File: src/rtl/stopwatch_ctrl_pkg.sv
// stopwatch_pkg: state encoding and small helpers shared by the stopwatch control unit.
//   sw_state_e  : 2-bit FSM state (IDLE=00, RUN=01, LAP=10, PAUSE=11)
//   is_counting : 1 when the prescaler advances in the given state (RUN or LAP)
package stopwatch_pkg;

    localparam int unsigned STATE_W = 2;

    typedef enum logic [STATE_W-1:0] {
        ST_IDLE  = 2'b00,
        ST_RUN   = 2'b01,
        ST_LAP   = 2'b10,
        ST_PAUSE = 2'b11
    } sw_state_e;

    // The chain counts in RUN and in LAP; LAP only freezes the display.
    function automatic logic is_counting(sw_state_e s);
        return (s == ST_RUN) || (s == ST_LAP);
    endfunction

endpackage

File: src/rtl/stopwatch_ctrl_if.sv
// stopwatch_ctrl_if: button inputs and counter-chain controls of the stopwatch control unit.
//   btn_ss    : raw start/stop button (async, active-high)
//   btn_lr    : raw lap/reset button (async, active-high)
//   tick_en   : one-cycle count-enable pulse to the counter chain
//   cnt_clr   : one-cycle synchronous clear to the counter chain
//   disp_hold : display latch frozen (lap view)
//   state     : current FSM state
// master = board/button side, slave = the control unit.
interface stopwatch_ctrl_if;
    import stopwatch_pkg::*;

    logic               btn_ss;
    logic               btn_lr;
    logic               tick_en;
    logic               cnt_clr;
    logic               disp_hold;
    logic [STATE_W-1:0] state;

    modport master (
        output btn_ss,
        output btn_lr,
        input  tick_en,
        input  cnt_clr,
        input  disp_hold,
        input  state
    );

    modport slave (
        input  btn_ss,
        input  btn_lr,
        output tick_en,
        output cnt_clr,
        output disp_hold,
        output state
    );

endinterface

File: src/rtl/stopwatch_ctrl_btn_cond.sv
// btn_cond: conditions one raw push-button.
//   2-flop synchronizer -> debounce counter -> one-cycle press pulse on the debounced 0->1 edge.
//   A button already held when reset is released is ignored until it has been seen released
//   (synchronized low for DB_CYCLES consecutive cycles).
// Ports:
//   clk   : system clock
//   r     : synchronous active-low reset
//   raw   : asynchronous button level
//   press : one-cycle press pulse (registered)
module btn_cond #(
    parameter int unsigned DB_CYCLES = 20
) (
    input  logic clk,
    input  logic r,
    input  logic raw,
    output logic press
);

    localparam int unsigned           CNT_W    = $clog2(DB_CYCLES + 1);
    localparam logic [CNT_W-1:0]      CNT_LAST = CNT_W'(DB_CYCLES - 1);
    localparam logic [CNT_W-1:0]      CNT_ONE  = CNT_W'(1);

    logic [1:0]       sync_q;
    logic [1:0]       vld_q;
    logic             level_q;
    logic [CNT_W-1:0] db_cnt_q;
    logic [CNT_W-1:0] rel_cnt_q;
    logic             armed_q;
    logic             seen;
    logic             seen_vld;

    // Synchronized level and whether it already reflects a post-reset sample.
    assign seen     = sync_q[1];
    assign seen_vld = vld_q[1];

    // Synchronizer, debounce and press generation.
    always_ff @(posedge clk) begin
        if (!r) begin
            sync_q    <= '0;
            vld_q     <= '0;
            level_q   <= 1'b0;
            db_cnt_q  <= '0;
            rel_cnt_q <= '0;
            armed_q   <= 1'b0;
            press     <= 1'b0;
        end else begin
            sync_q <= {sync_q[0], raw};
            vld_q  <= {vld_q[0], 1'b1};
            press  <= 1'b0;

            // Level follows only after DB_CYCLES consecutive differing samples.
            if (seen != level_q) begin
                if (db_cnt_q == CNT_LAST) begin
                    level_q  <= seen;
                    db_cnt_q <= '0;
                    press    <= seen & armed_q;
                end else begin
                    db_cnt_q <= db_cnt_q + CNT_ONE;
                end
            end else begin
                db_cnt_q <= '0;
            end

            // Arm once the button has been seen cleanly released after reset.
            if (!armed_q && seen_vld && !seen) begin
                if (rel_cnt_q == CNT_LAST) begin
                    armed_q   <= 1'b1;
                    rel_cnt_q <= '0;
                end else begin
                    rel_cnt_q <= rel_cnt_q + CNT_ONE;
                end
            end else begin
                rel_cnt_q <= '0;
            end
        end
    end

endmodule

File: src/rtl/stopwatch_ctrl.sv
// stopwatch_ctrl: control unit for the stopwatch counter chain.
//   Conditions the start/stop and lap/reset buttons, runs the IDLE/RUN/LAP/PAUSE machine and
//   the count prescaler, and drives the chain's count enable, clear and display hold.
// Parameters:
//   CLK_DIV   : clock cycles per count tick (>= 2)
//   DB_CYCLES : stable cycles before a button level is accepted (>= 1)
// Ports:
//   clk : system clock
//   r   : synchronous active-low reset
//   bus : stopwatch_ctrl_if.slave (btn_ss, btn_lr in; tick_en, cnt_clr, disp_hold, state out)
module stopwatch_ctrl
    import stopwatch_pkg::*;
#(
    parameter int unsigned CLK_DIV   = 500000,
    parameter int unsigned DB_CYCLES = 20
) (
    input  logic               clk,
    input  logic               r,
    stopwatch_ctrl_if.slave    bus
);

    localparam int unsigned      PRE_W    = $clog2(CLK_DIV);
    localparam logic [PRE_W-1:0] PRE_LAST = PRE_W'(CLK_DIV - 1);
    localparam logic [PRE_W-1:0] PRE_ONE  = PRE_W'(1);

    sw_state_e        state_q;
    sw_state_e        state_nxt;
    logic [PRE_W-1:0] pre_q;
    logic [PRE_W-1:0] pre_nxt;
    logic             clr_nxt;
    logic             tick_q;
    logic             clr_q;
    logic             hold_q;
    logic             ss_p;
    logic             lr_p;

    // Button conditioning.
    btn_cond #(.DB_CYCLES(DB_CYCLES)) u_btn_ss (
        .clk   (clk),
        .r     (r),
        .raw   (bus.btn_ss),
        .press (ss_p)
    );

    btn_cond #(.DB_CYCLES(DB_CYCLES)) u_btn_lr (
        .clk   (clk),
        .r     (r),
        .raw   (bus.btn_lr),
        .press (lr_p)
    );

    // Next state, prescaler and clear request; start/stop wins over lap/reset.
    always_comb begin
        state_nxt = state_q;
        pre_nxt   = pre_q;
        clr_nxt   = 1'b0;

        case (state_q)
            ST_IDLE:        pre_nxt = '0;
            ST_RUN, ST_LAP: pre_nxt = (pre_q == PRE_LAST) ? '0 : pre_q + PRE_ONE;
            default:        pre_nxt = pre_q;
        endcase

        case (state_q)
            ST_IDLE: begin
                if (ss_p) begin
                    state_nxt = ST_RUN;
                end else if (lr_p) begin
                    clr_nxt = 1'b1;
                end
            end
            ST_RUN: begin
                if (ss_p) begin
                    state_nxt = ST_PAUSE;
                end else if (lr_p) begin
                    state_nxt = ST_LAP;
                end
            end
            ST_LAP: begin
                if (ss_p) begin
                    state_nxt = ST_PAUSE;
                end else if (lr_p) begin
                    state_nxt = ST_RUN;
                end
            end
            ST_PAUSE: begin
                // Resume keeps the held prescaler phase; reset discards it.
                if (ss_p) begin
                    state_nxt = ST_RUN;
                end else if (lr_p) begin
                    state_nxt = ST_IDLE;
                    clr_nxt   = 1'b1;
                    pre_nxt   = '0;
                end
            end
            default: begin
                state_nxt = ST_IDLE;
            end
        endcase
    end

    // State, prescaler and output registers. Outputs are registered from the next-state
    // values, so they equal the decode of the current state and prescaler each cycle.
    always_ff @(posedge clk) begin
        if (!r) begin
            state_q <= ST_IDLE;
            pre_q   <= '0;
            tick_q  <= 1'b0;
            clr_q   <= 1'b0;
            hold_q  <= 1'b0;
        end else begin
            state_q <= state_nxt;
            pre_q   <= pre_nxt;
            clr_q   <= clr_nxt;
            hold_q  <= (state_nxt == ST_LAP);
            tick_q  <= is_counting(state_nxt) && (pre_nxt == PRE_LAST);
        end
    end

    assign bus.tick_en   = tick_q;
    assign bus.cnt_clr   = clr_q;
    assign bus.disp_hold = hold_q;
    assign bus.state     = state_q;

endmodule

File: src/flat_wrapper.sv
// flat-port wrapper written by rule: the top's interface ports become plain ports
module stopwatch_ctrl_flat import stopwatch_pkg::*;
#(
    parameter int unsigned CLK_DIV   = 500000,
    parameter int unsigned DB_CYCLES = 20
)
  (clk, r, bus_btn_ss, bus_btn_lr, bus_tick_en, bus_cnt_clr, bus_disp_hold, bus_state);
  stopwatch_ctrl_if bus_i ();
  input  logic clk;
  input  logic r;
  input wire logic [$bits(bus_i.btn_ss)-1:0] bus_btn_ss;
  input wire logic [$bits(bus_i.btn_lr)-1:0] bus_btn_lr;
  output wire logic [$bits(bus_i.tick_en)-1:0] bus_tick_en;
  output wire logic [$bits(bus_i.cnt_clr)-1:0] bus_cnt_clr;
  output wire logic [$bits(bus_i.disp_hold)-1:0] bus_disp_hold;
  output wire logic [$bits(bus_i.state)-1:0] bus_state;
  assign bus_i.btn_ss = bus_btn_ss;
  assign bus_i.btn_lr = bus_btn_lr;
  assign bus_tick_en = bus_i.tick_en;
  assign bus_cnt_clr = bus_i.cnt_clr;
  assign bus_disp_hold = bus_i.disp_hold;
  assign bus_state = bus_i.state;
  stopwatch_ctrl #(.CLK_DIV(CLK_DIV), .DB_CYCLES(DB_CYCLES)) u_core (.clk(clk), .r(r), .bus(bus_i));
endmodule
File: config.mk
export PLATFORM = sky130hd
export DESIGN_NAME = stopwatch_ctrl_flat
export DESIGN_NICKNAME = d
export VERILOG_FILES = /design/src/rtl/stopwatch_ctrl_pkg.sv /design/src/rtl/stopwatch_ctrl_if.sv /design/src/rtl/stopwatch_ctrl_btn_cond.sv /design/src/rtl/stopwatch_ctrl.sv /design/src/flat_wrapper.sv
export SDC_FILE = /design/constraint.sdc
export NUM_CORES = 1
export LEC_CHECK = 0
export ABC_CLOCK_PERIOD_IN_PS = 4900
export BUFFER_PORTS_ARGS = -buffer_cell sky130_fd_sc_hd__buf_2
export CAP_MARGIN = 10
export CORE_UTILIZATION = 60
export CTS_CLUSTER_DIAMETER = 100
export DETAILED_ROUTE_END_ITERATION = 7
export PLACE_DENSITY = 0.77
export SLEW_MARGIN = 10
export SYNTH_ARGS = -nofsm -noshare
export SYNTH_HDL_FRONTEND = slang
export SYNTH_HIERARCHICAL = 1
export SYNTH_SLANG_ARGS = --single-unit
File: constraint.sdc
create_clock -name clk -period 4.9 [get_ports clk]
set_input_delay 1.225 -clock clk [delete_from_list [all_inputs] [get_ports clk]]
set_output_delay 1.225 -clock clk [all_outputs]
set_load 0.005 [all_outputs]
==> impl_metrics.json <==
{
  "synth_edf_count": 0,
  "tightest_slew_ns": 0.648,
  "core_um2": 4500,
  "cts_max_path_buffers": 2,
  "cts_tree": "yes",
  "synth_top_area_share_pct": 40.1,
  "firstDrtPassIters": 5,
  "fin_nets": 356,
  "place_area_um2": 2920,
  "combPwrFrac_pct": 1.6,
  "cp-start-kind": "register",
  "ys.flop_type": "dfxtp_1",
  "path_class": "reg -> reg",
  "die_h_um": 71.5,
  "overflow": 0,
  "diodes": 0,
  "drv_cap": 0,
  "clkPwrFrac_pct": 45.2,
  "yosysTopAreaCell": "dfxtp_1",
  "slew_violations": 0,
  "relSlewSlack_pct": 56.7,
  "ios": 9,
  "drt-wirelength-per-cell_um": 14.6,
  "hold_ws_ns": 0.433,
  "viasPerCell": 6.11,
  "grt_pass1_wl_mm": 9.76,
  "ys_warn_count": 6,
  "port_buffers": 8,
  "crit_path_end_kind": "register",
  "drc": 0,
  "num_vias": 2437,
  "row_count": 24,
  "min_period_ns": 3.01,
  "antenna_found_initial": 0,
  "setup_violations": 0,
  "fill_cells": 365,
  "h-tree-depth": 3,
  "postCtsSetupRepairBufs": 0,
  "async_flop_share_pct": 0,
  "ir_drop_v": 0.000277,
  "gp_congestion": 0.980,
  "clk_pin_slew_worst_paths_ns": 0.06,
  "wirelength_mm": 5.84,
  "drive_above_1_share_pct": 11.0,
  "power_leakage_nw": 1.17,
  "yosys-top-cells-count": "dfxtp_1 (58), nor2_1 (36), nand2_1 (22)",
  "period_share_pct": 61.5,
  "cts.sinks": 58,
  "ys_seq_elements": 58,
  "netlist_area_um2": 2900,
  "die_x_um": 71.5,
  "post_cts_resized": 0,
  "synth_seq_area_share_pct": 40.1,
  "insertion_delay_ns": 0.33,
  "fin_skew_ns": 0.00694,
  "fmax_mhz": 332,
  "required_ns": 5.17,
  "dieArea_um2": 5110,
  "grt_start_max_net_pins": 30,
  "cts_buffers": 9,
  "drt_iter0_drc": 216,
  "worstPathArrival_ns": 3.28,
  "hp-class": "reg -> reg",
  "power.density_nw_per_um2": 289,
  "crit_fanout": 10,
  "synthCells": 337,
  "finalHoldViolCount": 0,
  "synth_most_common_cell": "dfxtp_1",
  "initial_core_util_pct": 64.4,
  "dp.final_hpwl_mm": 3.94,
  "ys_top_cells_by_area": "dfxtp_1 (40%), nor2_1 (4.7%), ha_1 (4.3%)",
  "fin_tns_setup_ns": 0,
  "area_growth_pct": 7.29,
  "switchingPower_mw": 0.196,
  "synthesis.nets": 351,
  "rsz0062_at_grt": "no",
  "outcome": "complete, no violations",
  "root_buffer": "clkbuf_8",
  "synth.distinct_cells": 61,
  "power.internal_mw": 0.704,
  "syn_avg_cell_area_um2": 8.60,
  "final_cell_area_um2": 3110,
  "grt_pass1_vias": 2209,
  "power.share.sequential_pct": 53.2,
  "cts_hold_buf": 0,
  "track_usage_pct": 24.5,
  "p_sw_share_pct": 21.7,
  "drtAntennaViolNets": 0
}
-- cells by family (layout without fill, tap and decap cells) --
logic type	Yosys count	after routing	share of synthesized area, %
XOR/XNOR	12	12	3.63
adder cells (fa/ha/maj)	10	10	4.32
buffers and inverters	34	44	5.48
flip-flops	58	58	40.1
AO/OA/AOI/OAI	68	68	15.1
multiplexers	3	3	1.04
AND/OR/NAND/NOR	152	152	30.4
-- path summary, 6_finish.rpt --
path | depth (start not counted) | to | from | slack [ns]
setup reg to reg | 8 | u_core/bus.tick_en | u_core/bus.state[1] | 1.89
setup / recovery | 8 | u_core/bus.tick_en | u_core/bus.state[1] | 1.89
hold reg to reg | 1 | u_core/u_btn_ss/vld_q[1] | u_core/u_btn_ss/vld_q[0] | 0.43
hold / removal | 1 | u_core/u_btn_ss/vld_q[1] | u_core/u_btn_ss/vld_q[0] | 0.43
-- worst max-delay path, cell delays in order (launching register included) --
cell and delay [ns]:
dfxtp_1 0.42, inv_1 0.09, ha_1 0.32, nor2b_1 0.55, o21a_1 0.46, a21oi_1 0.15, or4_1 0.48, nor4_1 0.27
and4b_1 0.22
-- sequential cells by signal, indices dropped and copies added (netlist names), 2 cells and up --
register / count
u_core/u_btn_lr/rel_cnt_q: 5
u_core/u_btn_lr/sync_q: 2
u_core/u_btn_lr/db_cnt_q: 5
u_core/u_btn_ss/vld_q: 2
u_core/pre_q: 19
u_core/u_btn_ss/db_cnt_q: 5
u_core/u_btn_ss/sync_q: 2
u_core/u_btn_ss/rel_cnt_q: 5
u_core/u_btn_lr/vld_q: 2
u_core/bus.state: 2
-- cell type report --
type                       instances  area (um^2)  share of cell area (%)
inverter                          20         75.1                    2.41
sequential                        58         1160                    37.3
timing repair buffer               8         40.0                    1.29
multi-input combinational        245         1580                    50.8
clock buffer                      12          165                    5.31
tap                               52         65.1                    2.09
clock inverter                     4         25.0                   0.805
-- per-layer routing --
| metal | global-route usage [%] | routed length [um] | up-vias |
|---|---|---|---|
| li1 | - | - | 1212 |
| met1 | 29.4 | 2590 | 1117 |
| met2 | 41.1 | 2780 | 92 |
| met3 | 7.59 | 366 | 16 |
| met4 | 9.59 | 103 | 0 |
| met5 | 0 | 0 | - |
-- placed cells by master, fill, tap and decap left out, types with 3 or more instances in the layout --
master | netlist | routed
clkbuf_8 | 0 | 12
o21ai_0 | 18 | 18
nor2_1 | 36 | 36
or4_1 | 3 | 3
a31oi_1 | 9 | 9
nor2b_1 | 9 | 9
nand4b_1 | 5 | 5
ha_1 | 10 | 10
nand4bb_1 | 4 | 4
nor3_1 | 9 | 9
nand4_1 | 5 | 5
xnor2_1 | 6 | 6
a21oi_1 | 17 | 17
and2_1 | 14 | 14
mux2i_1 | 3 | 3
nor4_1 | 4 | 4
nand3_1 | 14 | 14
buf_2 | 1 | 8
xor2_1 | 6 | 6
inv_1 | 20 | 20
nand2_1 | 22 | 22
dfxtp_1 | 58 | 58
-- per-stage QoR --
step                      utilization (%)  cells  setup WS [ns]  total power, mW
after floorplan                         -    337           2.55            0.498
final                                69.1    399           1.89            0.900
after global placement               64.8    383           2.11            0.503
after CTS                            69.1    399           1.93            0.912
after detailed placement             64.8    383           1.97            0.503
after global routing                 69.1    399           1.67            0.934
-- power groups by stage --
stage                     combinational (mW)  sequential [mW]  clock, mW
after global placement                0.0139            0.489          0
after global routing                  0.0157            0.479      0.439
after detailed placement              0.0142            0.489          0
final                                 0.0140            0.479      0.407
after floorplan                      0.00914            0.489          0
after CTS                             0.0142            0.479      0.420
Note: power is estimated with default switching activity, not from simulation.
